==> config.mk <==
export PLATFORM = sky130hd
export DESIGN_NAME = pc_next_unit_flat
export DESIGN_NICKNAME = d
export VERILOG_FILES = /design/src/rtl/pc_next_unit_if.sv /design/src/rtl/pc_next_unit.sv /design/src/flat_wrapper.sv
export SDC_FILE = /design/constraint.sdc
export NUM_CORES = 1
export LEC_CHECK = 0
export BUFFER_PORTS_ARGS = -buffer_cell sky130_fd_sc_hd__buf_2
export CAP_MARGIN = 30
export CORE_MARGIN = 10
export CORE_UTILIZATION = 30
export DETAILED_ROUTE_END_ITERATION = 8
export PLACE_DENSITY_LB_ADDON = 0.12
export SLEW_MARGIN = 5
export SYNTH_ARGS = -nofsm -noshare
export SYNTH_HDL_FRONTEND = slang
export SYNTH_SLANG_ARGS = --single-unit
==> constraint.sdc <==
create_clock -name clk -period 5 [get_ports clk]
set_clock_uncertainty 0.2 [all_clocks]
set_input_delay 0.5 -clock clk [delete_from_list [all_inputs] [get_ports clk]]
set_output_delay 0.5 -clock clk [all_outputs]
set_load 0.02 [all_outputs]
==> src/rtl/pc_next_unit_if.sv <==
// Bundle of the per-instruction control-flow inputs and the PC/trap state outputs
// exchanged between the core datapath and pc_next_unit.
interface pc_next_if #(
  parameter int WIDTH     = 32,
  parameter int CNT_WIDTH = 32
);
  logic                 en;
  logic                 branch;
  logic                 jal;
  logic                 jalr;
  logic [2:0]           funct3;
  logic [WIDTH-1:0]     imm;
  logic [WIDTH-1:0]     alu_result;
  logic                 zero;
  logic                 sltu;
  logic [WIDTH-1:0]     pc;
  logic [WIDTH-1:0]     pc_plus4;
  logic [WIDTH-1:0]     next_pc;
  logic                 taken;
  logic                 halted;
  logic [WIDTH-1:0]     trap_pc;
  logic [CNT_WIDTH-1:0] instret;

  modport master (
    output en, branch, jal, jalr, funct3, imm, alu_result, zero, sltu,
    input  pc, pc_plus4, next_pc, taken, halted, trap_pc, instret
  );

  modport slave (
    input  en, branch, jal, jalr, funct3, imm, alu_result, zero, sltu,
    output pc, pc_plus4, next_pc, taken, halted, trap_pc, instret
  );
endinterface

==> src/rtl/pc_next_unit.sv <==
// PC register, branch/jump resolution and next-PC selection for the single-cycle RV32I core,
// with a retired-instruction counter and a sticky halt on misaligned control-flow targets.
module pc_next_unit #(
  parameter int               WIDTH     = 32,
  parameter logic [WIDTH-1:0] RESET_PC  = '0,
  parameter int               CNT_WIDTH = 32
) (
  input  logic     clk,
  input  logic     rst_n,
  pc_next_if.slave bus
);

  typedef enum logic {ST_RUN, ST_HALT} state_t;

  state_t               r_state;
  logic [WIDTH-1:0]     r_pc;
  logic [WIDTH-1:0]     r_trap_pc;
  logic                 r_halted;
  logic [CNT_WIDTH-1:0] r_instret;

  logic                 w_cond;
  logic                 w_taken;
  logic                 w_misalign;
  logic [WIDTH-1:0]     w_pc_plus4;
  logic [WIDTH-1:0]     w_pc_rel;
  logic [WIDTH-1:0]     w_next_pc;

  // BLT/BGE see an SLT result, so zero=0 means "less than".
  always_comb begin
    w_cond = 1'b0;
    case (bus.funct3)
      3'b000:  w_cond = bus.zero;
      3'b001:  w_cond = ~bus.zero;
      3'b100:  w_cond = ~bus.zero;
      3'b101:  w_cond = bus.zero;
      3'b110:  w_cond = bus.sltu;
      3'b111:  w_cond = ~bus.sltu;
      default: w_cond = 1'b0;
    endcase
  end

  assign w_pc_plus4 = r_pc + WIDTH'(4);
  assign w_pc_rel   = r_pc + bus.imm;
  assign w_taken    = bus.jalr | bus.jal | (bus.branch & w_cond);

  always_comb begin
    w_next_pc = w_pc_plus4;
    if (bus.jalr)
      w_next_pc = bus.alu_result & ~WIDTH'(1);
    else if (bus.jal || (bus.branch && w_cond))
      w_next_pc = w_pc_rel;
  end

  // Bit 0 is already cleared for JALR, so only bit 1 can fault.
  assign w_misalign = w_taken & w_next_pc[1];

  always_ff @(posedge clk) begin
    if (!rst_n) begin
      r_state   <= ST_RUN;
      r_pc      <= RESET_PC;
      r_trap_pc <= '0;
      r_halted  <= 1'b0;
      r_instret <= '0;
    end else begin
      case (r_state)
        ST_RUN: begin
          if (bus.en) begin
            if (w_misalign) begin
              r_state   <= ST_HALT;
              r_halted  <= 1'b1;
              r_trap_pc <= r_pc;
            end else begin
              r_pc      <= w_next_pc;
              r_instret <= r_instret + CNT_WIDTH'(1);
            end
          end
        end
        ST_HALT: begin
          r_state <= ST_HALT;
        end
      endcase
    end
  end

  assign bus.pc       = r_pc;
  assign bus.pc_plus4 = w_pc_plus4;
  assign bus.next_pc  = w_next_pc;
  assign bus.taken    = w_taken;
  assign bus.halted   = r_halted;
  assign bus.trap_pc  = r_trap_pc;
  assign bus.instret  = r_instret;

endmodule

==> src/flat_wrapper.sv <==
// flat-port wrapper written by rule: the top's interface ports become plain ports
module pc_next_unit_flat 
#(
  parameter int               WIDTH     = 32,
  parameter logic [WIDTH-1:0] RESET_PC  = '0,
  parameter int               CNT_WIDTH = 32
)
  (clk, rst_n, bus_en, bus_branch, bus_jal, bus_jalr, bus_funct3, bus_imm, bus_alu_result, bus_zero, bus_sltu, bus_pc, bus_pc_plus4, bus_next_pc, bus_taken, bus_halted, bus_trap_pc, bus_instret);
  pc_next_if #(.WIDTH(WIDTH), .CNT_WIDTH(CNT_WIDTH)) bus_i ();
  input  logic clk;
  input  logic rst_n;
  input wire logic [$bits(bus_i.en)-1:0] bus_en;
  input wire logic [$bits(bus_i.branch)-1:0] bus_branch;
  input wire logic [$bits(bus_i.jal)-1:0] bus_jal;
  input wire logic [$bits(bus_i.jalr)-1:0] bus_jalr;
  input wire logic [$bits(bus_i.funct3)-1:0] bus_funct3;
  input wire logic [$bits(bus_i.imm)-1:0] bus_imm;
  input wire logic [$bits(bus_i.alu_result)-1:0] bus_alu_result;
  input wire logic [$bits(bus_i.zero)-1:0] bus_zero;
  input wire logic [$bits(bus_i.sltu)-1:0] bus_sltu;
  output wire logic [$bits(bus_i.pc)-1:0] bus_pc;
  output wire logic [$bits(bus_i.pc_plus4)-1:0] bus_pc_plus4;
  output wire logic [$bits(bus_i.next_pc)-1:0] bus_next_pc;
  output wire logic [$bits(bus_i.taken)-1:0] bus_taken;
  output wire logic [$bits(bus_i.halted)-1:0] bus_halted;
  output wire logic [$bits(bus_i.trap_pc)-1:0] bus_trap_pc;
  output wire logic [$bits(bus_i.instret)-1:0] bus_instret;
  assign bus_i.en = bus_en;
  assign bus_i.branch = bus_branch;
  assign bus_i.jal = bus_jal;
  assign bus_i.jalr = bus_jalr;
  assign bus_i.funct3 = bus_funct3;
  assign bus_i.imm = bus_imm;
  assign bus_i.alu_result = bus_alu_result;
  assign bus_i.zero = bus_zero;
  assign bus_i.sltu = bus_sltu;
  assign bus_pc = bus_i.pc;
  assign bus_pc_plus4 = bus_i.pc_plus4;
  assign bus_next_pc = bus_i.next_pc;
  assign bus_taken = bus_i.taken;
  assign bus_halted = bus_i.halted;
  assign bus_trap_pc = bus_i.trap_pc;
  assign bus_instret = bus_i.instret;
  pc_next_unit #(.WIDTH(WIDTH), .RESET_PC(RESET_PC), .CNT_WIDTH(CNT_WIDTH)) u_core (.clk(clk), .rst_n(rst_n), .bus(bus_i));
endmodule
-- Word level (Yosys, flattened, before mapping)
Cells that the tools add are included.
- bitwise operators: 8
- muxes and demuxes: 6
- add/sub/neg operators: 3
- equality and inequality tests: 5
- reductions and logical operators: 7
- operators by type and width (operator ; number):
    32-bit two-way mux ; 2
    32-bit by 1-bit adder with 32-bit output (second input constant) ; 1
    32-bit by 3-bit adder with 32-bit output (second input constant) ; 1
    32-bit adder ; 1
    3-bit == test (second input constant) ; 4
    3-bit AND reduction ; 2
    1-bit NOT ; 4
    1-bit one-hot mux with 4 select lines ; 1
    2-bit OR reduction ; 2
    3-bit by 1-bit == test with 1-bit output (second input constant) ; 1
    3-bit logical NOT ; 1
    1-bit bitwise AND ; 2
    1-bit two-way mux ; 2
    1-bit bitwise OR ; 2
    1-bit one-hot mux with 2 select lines ; 1
    1-bit logical AND ; 1
    1-bit logical OR ; 1
- bits in registers: 98
- bits of input ports: 75
- logic and storage cells: 34
- output and inout bits: 162

-- Logic depth before layout (Yosys ltp)
- depth in word-level cells: 11
- depth in mapped cells: 11
- depth with buffers taken out: 11

-- Least setup slack after synthesis
OpenSTA, ideal clock, no wires.
- path kind: input-to-output
- start: input bus_imm[0]
- end: output bus_next_pc[24]
- path buffers: 0
- cell stages on the path: 11
- arrival time: 3.395 ns
- path slack: 0.905 ns
- cell sequence: ha_1 fa_1 a21o_1 a221oi_1 a21o_1 o21ai_0 a221oi_1 and4b_1 nor4_1 o21bai_1 o21ai_0
- word-level cells in the longest chain between the ends: 3
- RTL lines (element ; RTL line ; text):
    start, declared ; flat_wrapper.sv:17 ; input wire logic [$bits(bus_i.imm)-1:0] bus_imm;
    32-bit adder ; pc_next_unit.sv:43 ; assign w_pc_rel = r_pc + bus.imm;
    32-bit two-way mux ; pc_next_unit.sv:50 ; else if (bus.jal || (bus.branch && w_cond))
    32-bit two-way mux ; pc_next_unit.sv:48 ; if (bus.jalr)
    end, declared ; flat_wrapper.sv:23 ; output wire logic [$bits(bus_i.next_pc)-1:0] bus_next_pc;
Every way passes these cells.

-- Final worst setup path
- start: register u_core.r_pc[0], in the netlist u_core.bus.pc[0]
- end: output bus_next_pc[30]
- word-level cells in the longest chain between the ends: 3
- RTL lines (element ; RTL line ; text):
    start, declared ; pc_next_unit.sv:16 ; logic [WIDTH-1:0] r_pc;
    start signal, assigned ; pc_next_unit.sv:73 ; r_pc <= w_next_pc;
    32-bit by 3-bit adder with 32-bit output / 32-bit adder (equally long branches) ; pc_next_unit.sv:42, pc_next_unit.sv:43 ;
    32-bit two-way mux (*) ; pc_next_unit.sv:50 ;
    32-bit two-way mux (*) ; pc_next_unit.sv:48 ;
Mark *: on every way between the ends. The rest lies on a longest branch, timed or not.

==> impl_results.md <==
* Status: finished clean
* # Post-CTS Setup Buffers at 0
* Post-route ant nets at 0
* TritonCTS Buffers at 9
* Final #Nets at 1215
* Crit path launch: u_core.bus.pc[0]$_SDFFE_PN0P_
* Clk sinks at between 90 and 100
* Worst Path Max Fanout at 4
* Critical Path RT at between 4 and 5 ns
* Clock transition at path regs at roughly 0.08 ns
* Most used cell, CP: a21o_1
* Fin Setup TNS at 0 ns
* Area Overhead vs Synth at 27.26%
* HPWL Detailed at about 21000 µm
* Yosys reg bits at slightly below 100
* Global-route wire length before repair at between 40000 and 50000 µm
* Clock share of power at 0.318
* Die width at 168.5 µm
* Hold Slack at between 0.2 and 0.3 ns
* Post-synthesis cell area at 6619 µm²
* IO buf count at approximately 240
* Yosys warns at 0
* Yosys top cell by area: dfxtp_1
* Initial Util at 0.3042
* Clock Latency Late Sink at approximately 0.35 ns
* Net switching power figure at between 0.0008 and 0.0009 W
* GRT Resource Usage Total at 0.1819
* FP Rows at 54
* Share of post-route cells with drive strength above 1 at 0.2604
* Combinational share of power at 0.311
* Final Non-Filler Cells at ~1.4k
* Syn Inst Count at around 890
* Worst vdd ir at around 0.14 mV
* R2r startpoint: u_core.bus.pc[0]$_SDFFE_PN0P_
* PwrDens at 275.0 nW/µm²
* Initial antenna violation count at 2
* Max Buffers Root-to-Sink at 2
* # fillers at around 2.3k
* Top cells by area, synth: dfxtp_1 (30%), nand2_1 (8.4%), a21oi_1 (6.8%)
* Io pins at approximately 240
* Seq pwr share at 0.371
* Post-route DRC at 0
* Seq/Total Area, Yosys at 0.2964
* Startpoint types: flip-flop
* Reg2reg path depth at 11
* Yosys top cell area share at 0.2964
* DRT Wirelength at 26940 µm
* Cell breakdown of the critical path: ha_1 -> fa_1 -> a21o_1 -> a221oi_1 -> a21o_1 -> o31ai_1 -> a41o_1 -> a311oi_1 -> nor3_1 -> o41ai_1 -> nand2_1 -> buf_2
* Setup WS pre-CTS at between 0.4 and 0.5 ns
* Top cells by count, synth: nand2_1 (148), dfxtp_1 (98), a21oi_1 (90)
* Syn nets at between 900 and 1k
* Fmax achieved at approximately 210 MHz
* Total grt overflow at 0
* Die Ht at approximately 170 µm
* Root buf cell: clkbuf_16
* Internal power at 0.001458 W
* DRT iter0 DRCs at about 370
* Max_cap viols at 0
* Vias/cell at between 5 and 6
* RSZ-0062 raised after global routing: no
* Hold path cells at 3
* Slew Viols, Final at 0
* Final worst setup slack at about 0.27 ns
* Endpoint of the lowest-slack register-to-register path: u_core.bus.pc[30]$_SDFFE_PN0P_
* CP max stage delay at 0.53 ns
* Switching part of the total at 0.3703
* CTS tree: done
* Leak Pwr at between 3 and 4 nW
* Final hold vios at 0
* Core ar. at 21760 µm²
* Cell with the most instances after synthesis: nand2_1
* Tmin final at 4.731 ns
* Largest net degree at the start of global routing at 37
* Nature of the critical path endpoint: output port
* Number of global-route vias before repair at slightly above 7k
* Reg2reg setup slack at about 1.1 ns
* Final period util at 0.9462
* Worst Max-Slew Pin Slew at about 0.79 ns
* Top_reg_cell synth: dfxtp_1
* EDFF count, synth at 0
* Hold_buf cts at 0
* Max stage delay cell, worst path: o41ai_1
* Drt pass-1 iters at 5
* GPL Wtd Cong at ~0.85
* Post-placement cell count at about 1.4k
* Unique masters post-synth at 62
* Worst slew margin at 0.4733
* Hold Path Class: in -> reg
* Resize count post-CTS at 0
* Critical path type: reg -> out
* H-tree Lvls at 3
* Critical path arrival at 4.03 ns
* Async set-reset flop share out of synthesis at 0
* DR vias at about 7k
* Critical Path End: bus_next_pc[30]
* Die Area at between 20000 and 30000 µm²
* Mean area per synthesized cell at 7.462 µm²
* Wirelength per Cell at ~19 µm
* # setup viols final at 0
sequential cells by signal, indices dropped and copies added, names as in the netlist:
signal and count:
u_core.bus.trap_pc 32, u_core.bus.instret 32, u_core.bus.halted 1, u_core.bus.pc 32, u_core.r_state 1
metal layers:
metal	wire length, µm	share of wire	GRT usage	vias up
met5	20	0.00074	0	-
met3	1900	0.071	0.04331	19
met1	12550	0.47	0.2344	3334
met4	308	0.011	0.04088	2
li1	-	-	-	3573
met2	12170	0.45	0.3005	214
cell usage in the layout (no fill, tap or decap), types with 12 or more instances in the layout:
master / instances
buf_4: 17
a21o_1: 15
nand3_1: 30
nor3_1: 23
and3_1: 25
inv_1: 24
nand4_1: 14
buf_2: 235
ha_1: 33
and2_1: 12
xnor2_1: 38
dfxtp_1: 98
nor2_1: 82
o21ai_0: 38
nand2_1: 148
xor2_1: 40
a211oi_1: 12
a21oi_1: 90
worst min path at each step:
| stage | from | to | slack (ns) |
|---|---|---|---|
| 2_1_floorplan | u_core.r_state$_SDFF_PN0_ | u_core.r_state$_SDFF_PN0_ | 0.24 |
| 3_3_place_gp | u_core.bus.trap_pc[0]$_SDFFE_PN0P_ | u_core.bus.trap_pc[0]$_SDFFE_PN0P_ | 0.24 |
| 3_5_place_dp | u_core.bus.trap_pc[0]$_SDFFE_PN0P_ | u_core.bus.trap_pc[0]$_SDFFE_PN0P_ | 0.24 |
| 4_1_cts | bus_alu_result[30] | u_core.bus.pc[30]$_SDFFE_PN0P_ | 0.23 |
| 5_1_grt | bus_alu_result[30] | u_core.bus.pc[30]$_SDFFE_PN0P_ | 0.25 |
| 6_report | bus_alu_result[30] | u_core.bus.pc[30]$_SDFFE_PN0P_ | 0.25 |
worst max-delay path: cells and delay by family, from the launching register on:
kind / cells / cell delay (ns)
DFF: 1 / 0.32
AOI/OAI and AO/OA: 7 / 2.36
adders and majority gates: 2 / 0.64
and+or+nand+nor: 2 / 0.19
buffers and inverters: 1 / 0.18
stage by stage:
step	utilization	power (W)	instance area, µm²
finish	0.3872	0.002316	8423
CTS	0.3870	0.002354	8421
detailed placement	0.3734	0.001600	8124
global placement	0.3734	0.001602	8124
floorplan	-	0.001335	6619
global route	0.3870	0.002448	8421
power by group through the flow:
| stage | registers (W) | clock network (W) | logic, W |
|---|---|---|---|
| finish | 0.000860 | 0.000736 | 0.000721 |
| global route | 0.000865 | 0.000789 | 0.000794 |
| CTS | 0.000860 | 0.000768 | 0.000726 |
| detailed placement | 0.000878 | 0 | 0.000722 |
| global placement | 0.000878 | 0 | 0.000724 |
| floorplan | 0.000897 | 0 | 0.000438 |
cell type report:
cell class / instances / area (µm²) / share of cell area
diodes: 1 / 2.502 / 0.0002971
clock buffers: 9 / 225.2 / 0.02674
clock inverters: 6 / 71.32 / 0.008467
inverters: 25 / 93.84 / 0.01114
multi-input cells: 720 / 4414 / 0.5241
flip-flops and latches: 98 / 1962 / 0.2329
well taps: 280 / 350.3 / 0.04159
repair buffers: 252 / 1304 / 0.1548
cells by family (layout without fill, tap and decap cells):
| family | after synthesis | count (layout) | share of synthesized area |
|---|---|---|---|
| other | 0 | 1 | 0 |
| and+or+nand+nor | 377 | 377 | 0.2662 |
| AOI/OAI and AO/OA | 217 | 217 | 0.2055 |
| xor gates and xnor gates | 79 | 79 | 0.1057 |
| buffers and inverters | 69 | 292 | 0.04045 |
| adders and majority gates | 34 | 34 | 0.06541 |
| DFF | 98 | 98 | 0.2964 |
| muxes | 13 | 13 | 0.02042 |
Power figures use the tool's default switching activity.
